File: config.mk
export PLATFORM = sky130hd
export DESIGN_NAME = param_register_file
export DESIGN_NICKNAME = d
export VERILOG_FILES = /design/src/rtl/rf_pkg.sv /design/src/rtl/rf_clear_seq.sv /design/src/rtl/param_register_file.sv
export SDC_FILE = /design/constraint.sdc
export NUM_CORES = 2
export LEC_CHECK = 0
export CAP_MARGIN = 40
export CORE_MARGIN = 2
export CORE_UTILIZATION = 32
export DETAILED_ROUTE_END_ITERATION = 12
export GPL_ROUTABILITY_DRIVEN = 0
export PLACE_DENSITY = 0.49
export SYNTH_ARGS = -nofsm -noshare
export SYNTH_HDL_FRONTEND = slang
export SYNTH_SLANG_ARGS = --single-unit
File: constraint.sdc
create_clock -name clock -period 37.4 [get_ports clock]
set_input_delay 5.61 -clock clock [delete_from_list [all_inputs] [get_ports clock]]
set_output_delay 5.61 -clock clock [all_outputs]
set_load 0.02 [all_outputs]
File: src/rtl/rf_pkg.sv
// Shared definitions for the parameterised register file.
//   clr_state_t : encoding of the clear-sweep FSM (IDLE=0, SWEEP=1)
//   clog2       : address width helper; returns at least 1 so a
//                 DEPTH of 1 or 2 still yields a usable address bus.
package rf_pkg;

    typedef enum logic {
        IDLE  = 1'b0,
        SWEEP = 1'b1
    } clr_state_t;

    function automatic int clog2(input int n);
        int w;
        int v;
        w = 0;
        v = n - 1;
        while (v > 0) begin
            w = w + 1;
            v = v >> 1;
        end
        if (w == 0) begin
            w = 1;
        end
        return w;
    endfunction

endpackage

File: src/rtl/rf_clear_seq.sv
// Clear-sweep sequencer for the register file.
// Ports:
//   clock, reset  : rising-edge clock, asynchronous active-high reset
//   clr_req       : start a sweep (sampled only while IDLE)
//   clr_busy      : registered, high exactly while the FSM is in SWEEP
//   clr_idx       : index of the register being cleared this cycle
//   clr_strobe    : high in every sweep cycle; clear clr_idx at this edge
//   state         : current FSM state, exposed for observation
// A sweep visits indices 0..DEPTH-1, one per edge, so it takes exactly
// DEPTH cycles from the first SWEEP edge back to IDLE.
module rf_clear_seq
    import rf_pkg::*;
#(
    parameter int DEPTH = 32,
    parameter int AW    = clog2(DEPTH)
) (
    input  logic          clock,
    input  logic          reset,
    input  logic          clr_req,
    output logic          clr_busy,
    output logic [AW-1:0] clr_idx,
    output logic          clr_strobe,
    output clr_state_t    state
);

    localparam int            DEPTH_M1 = DEPTH - 1;
    localparam logic [AW-1:0] LAST_IDX = DEPTH_M1[AW-1:0];

    always_ff @(posedge clock or posedge reset) begin
        if (reset) begin
            state    <= IDLE;
            clr_idx  <= '0;
            clr_busy <= 1'b0;
        end else begin
            case (state)
                IDLE: begin
                    if (clr_req) begin
                        state    <= SWEEP;
                        clr_idx  <= '0;
                        clr_busy <= 1'b1;
                    end
                end
                SWEEP: begin
                    // clr_req is ignored here; a request still high when
                    // the sweep finishes is picked up on the next IDLE edge.
                    if (clr_idx == LAST_IDX) begin
                        state    <= IDLE;
                        clr_idx  <= '0;
                        clr_busy <= 1'b0;
                    end else begin
                        clr_idx <= clr_idx + AW'(1);
                    end
                end
                default: begin
                    state    <= IDLE;
                    clr_idx  <= '0;
                    clr_busy <= 1'b0;
                end
            endcase
        end
    end

    assign clr_strobe = (state == SWEEP);

endmodule

File: src/rtl/param_register_file.sv
// Two-read / one-write register file with a busy scoreboard and a
// full-clear sweep.
// Ports:
//   clock, reset      : rising-edge clock, asynchronous active-high reset
//   ra0, ra1          : combinational read addresses
//   out0, out1        : read data (write bypass when a permitted write hits)
//   we, wa, wd        : write enable / address / data
//   bs, bsa           : set the busy bit of bsa (pending write issued)
//   busy0, busy1      : stored busy bits of ra0 / ra1, no same-cycle bypass
//   clr_req           : request a sweep that zeroes every register
//   clr_busy          : sweep in progress; writes, sets and bypass blocked
// Addresses >= DEPTH read as zero with busy 0; writes and sets to them
// are dropped. With ZERO_REG=1 register 0 is never written and reads 0.
module param_register_file
    import rf_pkg::*;
#(
    parameter int   WIDTH    = 32,
    parameter int   DEPTH    = 32,
    parameter int   ZERO_REG = 1,
    localparam int  AW       = clog2(DEPTH)
) (
    input  logic             clock,
    input  logic             reset,
    input  logic [AW-1:0]    ra0,
    input  logic [AW-1:0]    ra1,
    output logic [WIDTH-1:0] out0,
    output logic [WIDTH-1:0] out1,
    input  logic             we,
    input  logic [AW-1:0]    wa,
    input  logic [WIDTH-1:0] wd,
    input  logic             bs,
    input  logic [AW-1:0]    bsa,
    output logic             busy0,
    output logic             busy1,
    input  logic             clr_req,
    output logic             clr_busy
);

    localparam logic [AW:0] DEPTH_W = (AW + 1)'(DEPTH);
    localparam bit          ZR      = (ZERO_REG != 0);

    logic [WIDTH-1:0] regs [DEPTH];
    logic [DEPTH-1:0] busy;

    logic [AW-1:0] clr_idx;
    logic          clr_strobe;
    clr_state_t    clr_state;

    logic wr_ok;
    logic set_ok;

    // One extra bit so the compare stays meaningful when DEPTH == 2**AW.
    function automatic logic in_range(input logic [AW-1:0] a);
        return ({1'b0, a} < DEPTH_W);
    endfunction

    function automatic logic is_zero_reg(input logic [AW-1:0] a);
        return ZR && (a == '0);
    endfunction

    rf_clear_seq #(
        .DEPTH (DEPTH),
        .AW    (AW)
    ) u_clear_seq (
        .clock      (clock),
        .reset      (reset),
        .clr_req    (clr_req),
        .clr_busy   (clr_busy),
        .clr_idx    (clr_idx),
        .clr_strobe (clr_strobe),
        .state      (clr_state)
    );

    // A write or set only lands while idle, inside the array, and not on a
    // hardwired zero register. wr_ok also qualifies the read bypass.
    assign wr_ok  = we && (clr_state == IDLE) && in_range(wa)  && !is_zero_reg(wa);
    assign set_ok = bs && (clr_state == IDLE) && in_range(bsa) && !is_zero_reg(bsa);

    always_comb begin
        out0 = '0;
        if (wr_ok && (wa == ra0)) begin
            out0 = wd;
        end else if (in_range(ra0) && !is_zero_reg(ra0)) begin
            out0 = regs[ra0];
        end
    end

    always_comb begin
        out1 = '0;
        if (wr_ok && (wa == ra1)) begin
            out1 = wd;
        end else if (in_range(ra1) && !is_zero_reg(ra1)) begin
            out1 = regs[ra1];
        end
    end

    assign busy0 = in_range(ra0) && !is_zero_reg(ra0) && busy[ra0];
    assign busy1 = in_range(ra1) && !is_zero_reg(ra1) && busy[ra1];

    always_ff @(posedge clock or posedge reset) begin
        if (reset) begin
            for (int i = 0; i < DEPTH; i++) begin
                regs[i] <= '0;
            end
            busy <= '0;
        end else if (clr_strobe) begin
            regs[clr_idx] <= '0;
            busy[clr_idx] <= 1'b0;
        end else begin
            if (wr_ok) begin
                regs[wa] <= wd;
                busy[wa] <= 1'b0;
            end
            // Placed after the write so a same-edge set to wa wins.
            if (set_ok) begin
                busy[bsa] <= 1'b1;
            end
        end
    end

endmodule

==> summary by stage <==
Status
The flow ran to the end, and the final reports show no timing, DRC or antenna violations.

Clock tree
CTS built an H-tree with a depth of 3. The clock passes through at most 3 buffers. The later pin in the worst-skew pair is clocked with a latency of 770 ps. The clock sink count is 1,062.

The number of hold-repair buffers added at the cts stage is 0. Buffers added to address setup during post-CTS repair amount to 0. The cell at the root of the clock tree is sky130_fd_sc_hd__clkbuf_16. After clock tree synthesis, the clock-pin slew on the worst setup and hold paths is 60 ps.

TritonCTS built the clock tree. The quantity of gates resized following cts is 0. The number of buffers added by the clock tree synthesis step is 121.

Power
Per report_power, the clock group accounts for 34.3% of the total. For this design the ratio of total power to cell area is 54.5 nW/µm². Combinational logic burns 23.8% of the power. For this design the total switching power over the nets is 1.15 mW. The worst IR drop on VDD is 0.0000427 V.

The switching portion of total power is 32.3%. The internal cell power is 2.40 mW. The part of the total power dissipated in sequential elements is 42.0%. The total power is 3.55 mW.

For this design the static power due to leakage is 28.1 nW.

Logic synthesis
The area share of the largest cell type after synthesis is 46.8%. For this run, the leading register cell type out of synthesis is sky130_fd_sc_hd__dfrtp_1. The top cell type by total area after synthesis is sky130_fd_sc_hd__dfrtp_1. The number of register bits inferred by synthesis is 1,062. The number of distinct standard cells referenced by the synthesized netlist is 60. The number of nets in the synthesized netlist is 4,405. The cell area after technology mapping is 56,700 µm². The count of warnings emitted by yosys is 0. Synthesis produced a netlist whose cell count is 4,343.

By area the synthesized netlist is led by sky130_fd_sc_hd__dfrtp_1 47%, sky130_fd_sc_hd__mux4_2 17%, sky130_fd_sc_hd__a22o_1 16%. Counting flops with an async set or reset pin after synthesis yields a share of 100%. Averaged over all synthesized cells, the footprint is 13.1 µm². Sequential cells were found to cover 46.8% of the synthesized design area. Counting flops with a built-in enable in the synthesized netlist gives 0.

Finish
The count of fill cells added during filler insertion is 16.9k. The fraction of final layout cells sized beyond drive strength 1 is 21.7%. The final layout net count is 4,291. The signed area change from the synthesized netlist to the final layout is 14.7%. The final design utilization is 37.0%.

Worst setup path
The kind of cell with the highest combined delay along the critical path is buffers and inverters. The startpoint-to-endpoint class of the critical path is primary input to output pin. The setup slack of the most critical reg-to-reg path is 33,800 ps. STA classifies the critical path endpoint as an output pin. For this run, the slowest stage of the critical path takes 660 ps. STA classifies the critical path startpoint as a primary input. Of all nets on the critical path, the largest fanout is 58.

Walking the worst path, the cells encountered are buf_8, buf_4, buf_4, buf_4, mux4_2, nor2b_1, a211oi_1, a31oi_1, a32o_1, clkdlybuf4s50_1. The slowest stage of the critical path belongs to the cell sky130_fd_sc_hd__buf_4. In this run the critical register-to-register path is launched from u_clear_seq.clr_strobe. The number of buffers and inverters on the critical path is 5. The most critical setup path has its startpoint at ra0[0]. The logic depth of the worst path, buffers included is 10. The number of cells on the worst reg-to-reg path is 9. For the worst setup path, the data required time is 31,790 ps. The critical path data arrival time is 10,500 ps. In this design, the critical path's most frequently occurring cell is sky130_fd_sc_hd__buf_4.

Hold path
In this run the most critical hold path is launched from regs[248]. In this run the worst hold path is classified as register to register. Along the worst hold path, the cell count comes to 1.

Detailed routing
The pre-antenna-repair detailed-routing pass consisted of 6 iterations. The detail route stage leaves a number of antenna-violating nets equal to 0. The via total after detailed routing is 44.7k.

The residual DRC count is 0. After detailed routing, the average wire length per cell comes to 37.4 µm. The ratio of routed vias to standard cells is 6.69. Wires add up to 249,000 µm.

The number of DRC violations after detailed-routing iteration 0 is 5,789.

Global route
The global-route total usage across every layer is 27.2%. The met3 usage is 5.69%. The largest net degree at the start of global routing is 156. The initial antenna violation count is 10. The first global-routing pass estimated 354,000 µm of wire.

The via count of the first global-routing pass is 44.7k. The met2 layer usage reported by global route is 41.6%. Global routing finished with a remaining overflow of 0. Global routing used 36.6% of the available met1 tracks. After global routing, the most crowded layer is met2.

Timing
The final total negative setup slack is 0 ps. On the final layout, the worst clock skew is 33.6 ps. The highest clock frequency the design can meet is 62.1 MHz. The shortest period the worst path allows is 16,110 ps. Setup repair after global routing left no endpoint under its margin. The number of hold violations in the final report was 0. The worst-case headroom to the max-slew limit is 28.6%. At the pin with the least slew margin, the transition time is 1070 ps. The tightest hold path in the finished design has a slack of 516 ps. The final number of max-transition violations came to 0.

The final critical path takes up 43.1% of the cycle. Setup violations remaining at the end of the flow were counted as 0.

Floorplanning
The die is 425 µm wide. Pin placement for this block handled 124 I/O pins. The die height is 425 µm.

After floorplanning, the core was divided into 154 placement rows. The die area is 181,000 µm². The core box area is 176,000 µm².

The initial utilization of the core area, before any placement, comes to 32.2%.

Placement
The number of buffers inserted by port buffering is 123. The half-perimeter wire length after detailed placement is 144,000 µm.

Job
The total of max-cap violations is 0.
final timing paths:
kind	end
min reg2reg	regs[248]
max	out0[6]
min	regs[248]
min in group asynchronous	regs[539]
max reg2reg	regs[271]
max in group asynchronous	regs[384]
layout make-up:
cell class / count / area (µm²) / area share, %
inverters: 13 / 57.6 / 0.0884
repair buffers: 334 / 3280 / 5.04
clock buffers: 185 / 3540 / 5.44
well taps: 2340 / 2930 / 4.50
clock inverters: 37 / 422 / 0.648
diodes: 3 / 7.51 / 0.0115
multi-input cells: 2697 / 28300 / 43.4
flip-flops and latches: 1062 / 26600 / 40.8
worst reg2reg max path, cell delays in order, from the launching register on:
cell,delay [ps]
sky130_fd_sc_hd__dfrtp_1,430
sky130_fd_sc_hd__buf_4,350
sky130_fd_sc_hd__and3b_1,300
sky130_fd_sc_hd__nand2_1,330
sky130_fd_sc_hd__buf_8,220
sky130_fd_sc_hd__nor2_4,50
sky130_fd_sc_hd__buf_4,370
sky130_fd_sc_hd__a21oi_4,690
sky130_fd_sc_hd__buf_4,560
sky130_fd_sc_hd__a22o_1,240
sequential cells by signal, indices dropped and copies added (netlist names):
name	count
busy	31
regs	1024
u_clear_seq.clr_busy	1
u_clear_seq.clr_strobe	1
u_clear_seq.clr_idx	5
placed cells by master (no fill, tap or decap), drive strengths merged, types with 6 or more instances in the layout:
cell type	synthesis	layout
mux2i	299	299
nor3b	60	60
a221oi	14	14
a22o	1010	1010
a22oi	38	38
clkbuf	361	185
nand2b	6	6
inv	13	16
a32o	64	64
a21oi	96	96
nor2b	63	63
a211oi	11	11
a222oi	12	12
and3	10	10
or3	9	9
clkinv	0	23
o221a	9	9
mux4	436	436
and2	10	10
clkdlybuf4s50	0	114
bufinv	0	7
o21ai	104	104
o22ai	78	78
xnor2	12	12
nand2	94	94
dfrtp	1062	1062
buf	210	220
a31oi	66	66
nor3	65	65
nor2	52	52
nand3	22	22
o211ai	11	11
through the flow:
stage	instances	setup slack [ps]	cell area (µm²)
after floorplan	4343	1900	56700
after global placement	6407	21250	60400
after detailed placement	6445	21220	61100
after CTS	6667	21190	65100
after global routing	6670	21000	65100
final	6671	21290	65100
cells by family after synthesis:
group	share of synthesized area [%]
buffers and inverters	4.43
and+or+nand+nor	3.96
adders and majority gates	0.110
DFF	46.8
xor gates and xnor gates	0.185
AOI/OAI and AO/OA	21.8
muxes	22.7
per-layer routing:
layer / vias up / part of all wire (%) / routed length [µm]
met1: 24010 / 40 / 99400
met2: 2790 / 45 / 113000
met5: - / 0.0092 / 23
met4: 4 / 5.6 / 14100
li1: 17277 / - / -
met3: 573 / 9.1 / 22600
power by group through the flow:
stage          combinational [mW]  clock [mW]  sequential, mW
2_1_floorplan               0.538           0            1.45
3_3_place_gp                0.813           0            1.50
3_5_place_dp                0.836           0            1.49
4_1_cts                     0.838        1.23            1.48
5_1_grt                     0.885        1.28            1.51
6_report                    0.843        1.22            1.49
cells in the mapped netlist (22+ instances only):
| master | n |
|---|---|
| sky130_fd_sc_hd__a21oi_1 | 96 |
| sky130_fd_sc_hd__a22o_1 | 1010 |
| sky130_fd_sc_hd__a22oi_1 | 38 |
| sky130_fd_sc_hd__a31oi_1 | 66 |
| sky130_fd_sc_hd__a32o_1 | 64 |
| sky130_fd_sc_hd__buf_1 | 53 |
| sky130_fd_sc_hd__buf_2 | 114 |
| sky130_fd_sc_hd__buf_4 | 38 |
| sky130_fd_sc_hd__clkbuf_1 | 360 |
| sky130_fd_sc_hd__dfrtp_1 | 1062 |
| sky130_fd_sc_hd__mux2i_1 | 299 |
| sky130_fd_sc_hd__mux4_2 | 436 |
| sky130_fd_sc_hd__nand2_1 | 94 |
| sky130_fd_sc_hd__nand3_1 | 22 |
| sky130_fd_sc_hd__nor2_1 | 44 |
| sky130_fd_sc_hd__nor2b_1 | 63 |
| sky130_fd_sc_hd__nor3_1 | 64 |
| sky130_fd_sc_hd__nor3b_1 | 58 |
| sky130_fd_sc_hd__o21ai_0 | 103 |
| sky130_fd_sc_hd__o22ai_1 | 78 |
Power figures use the tool's default switching activity.
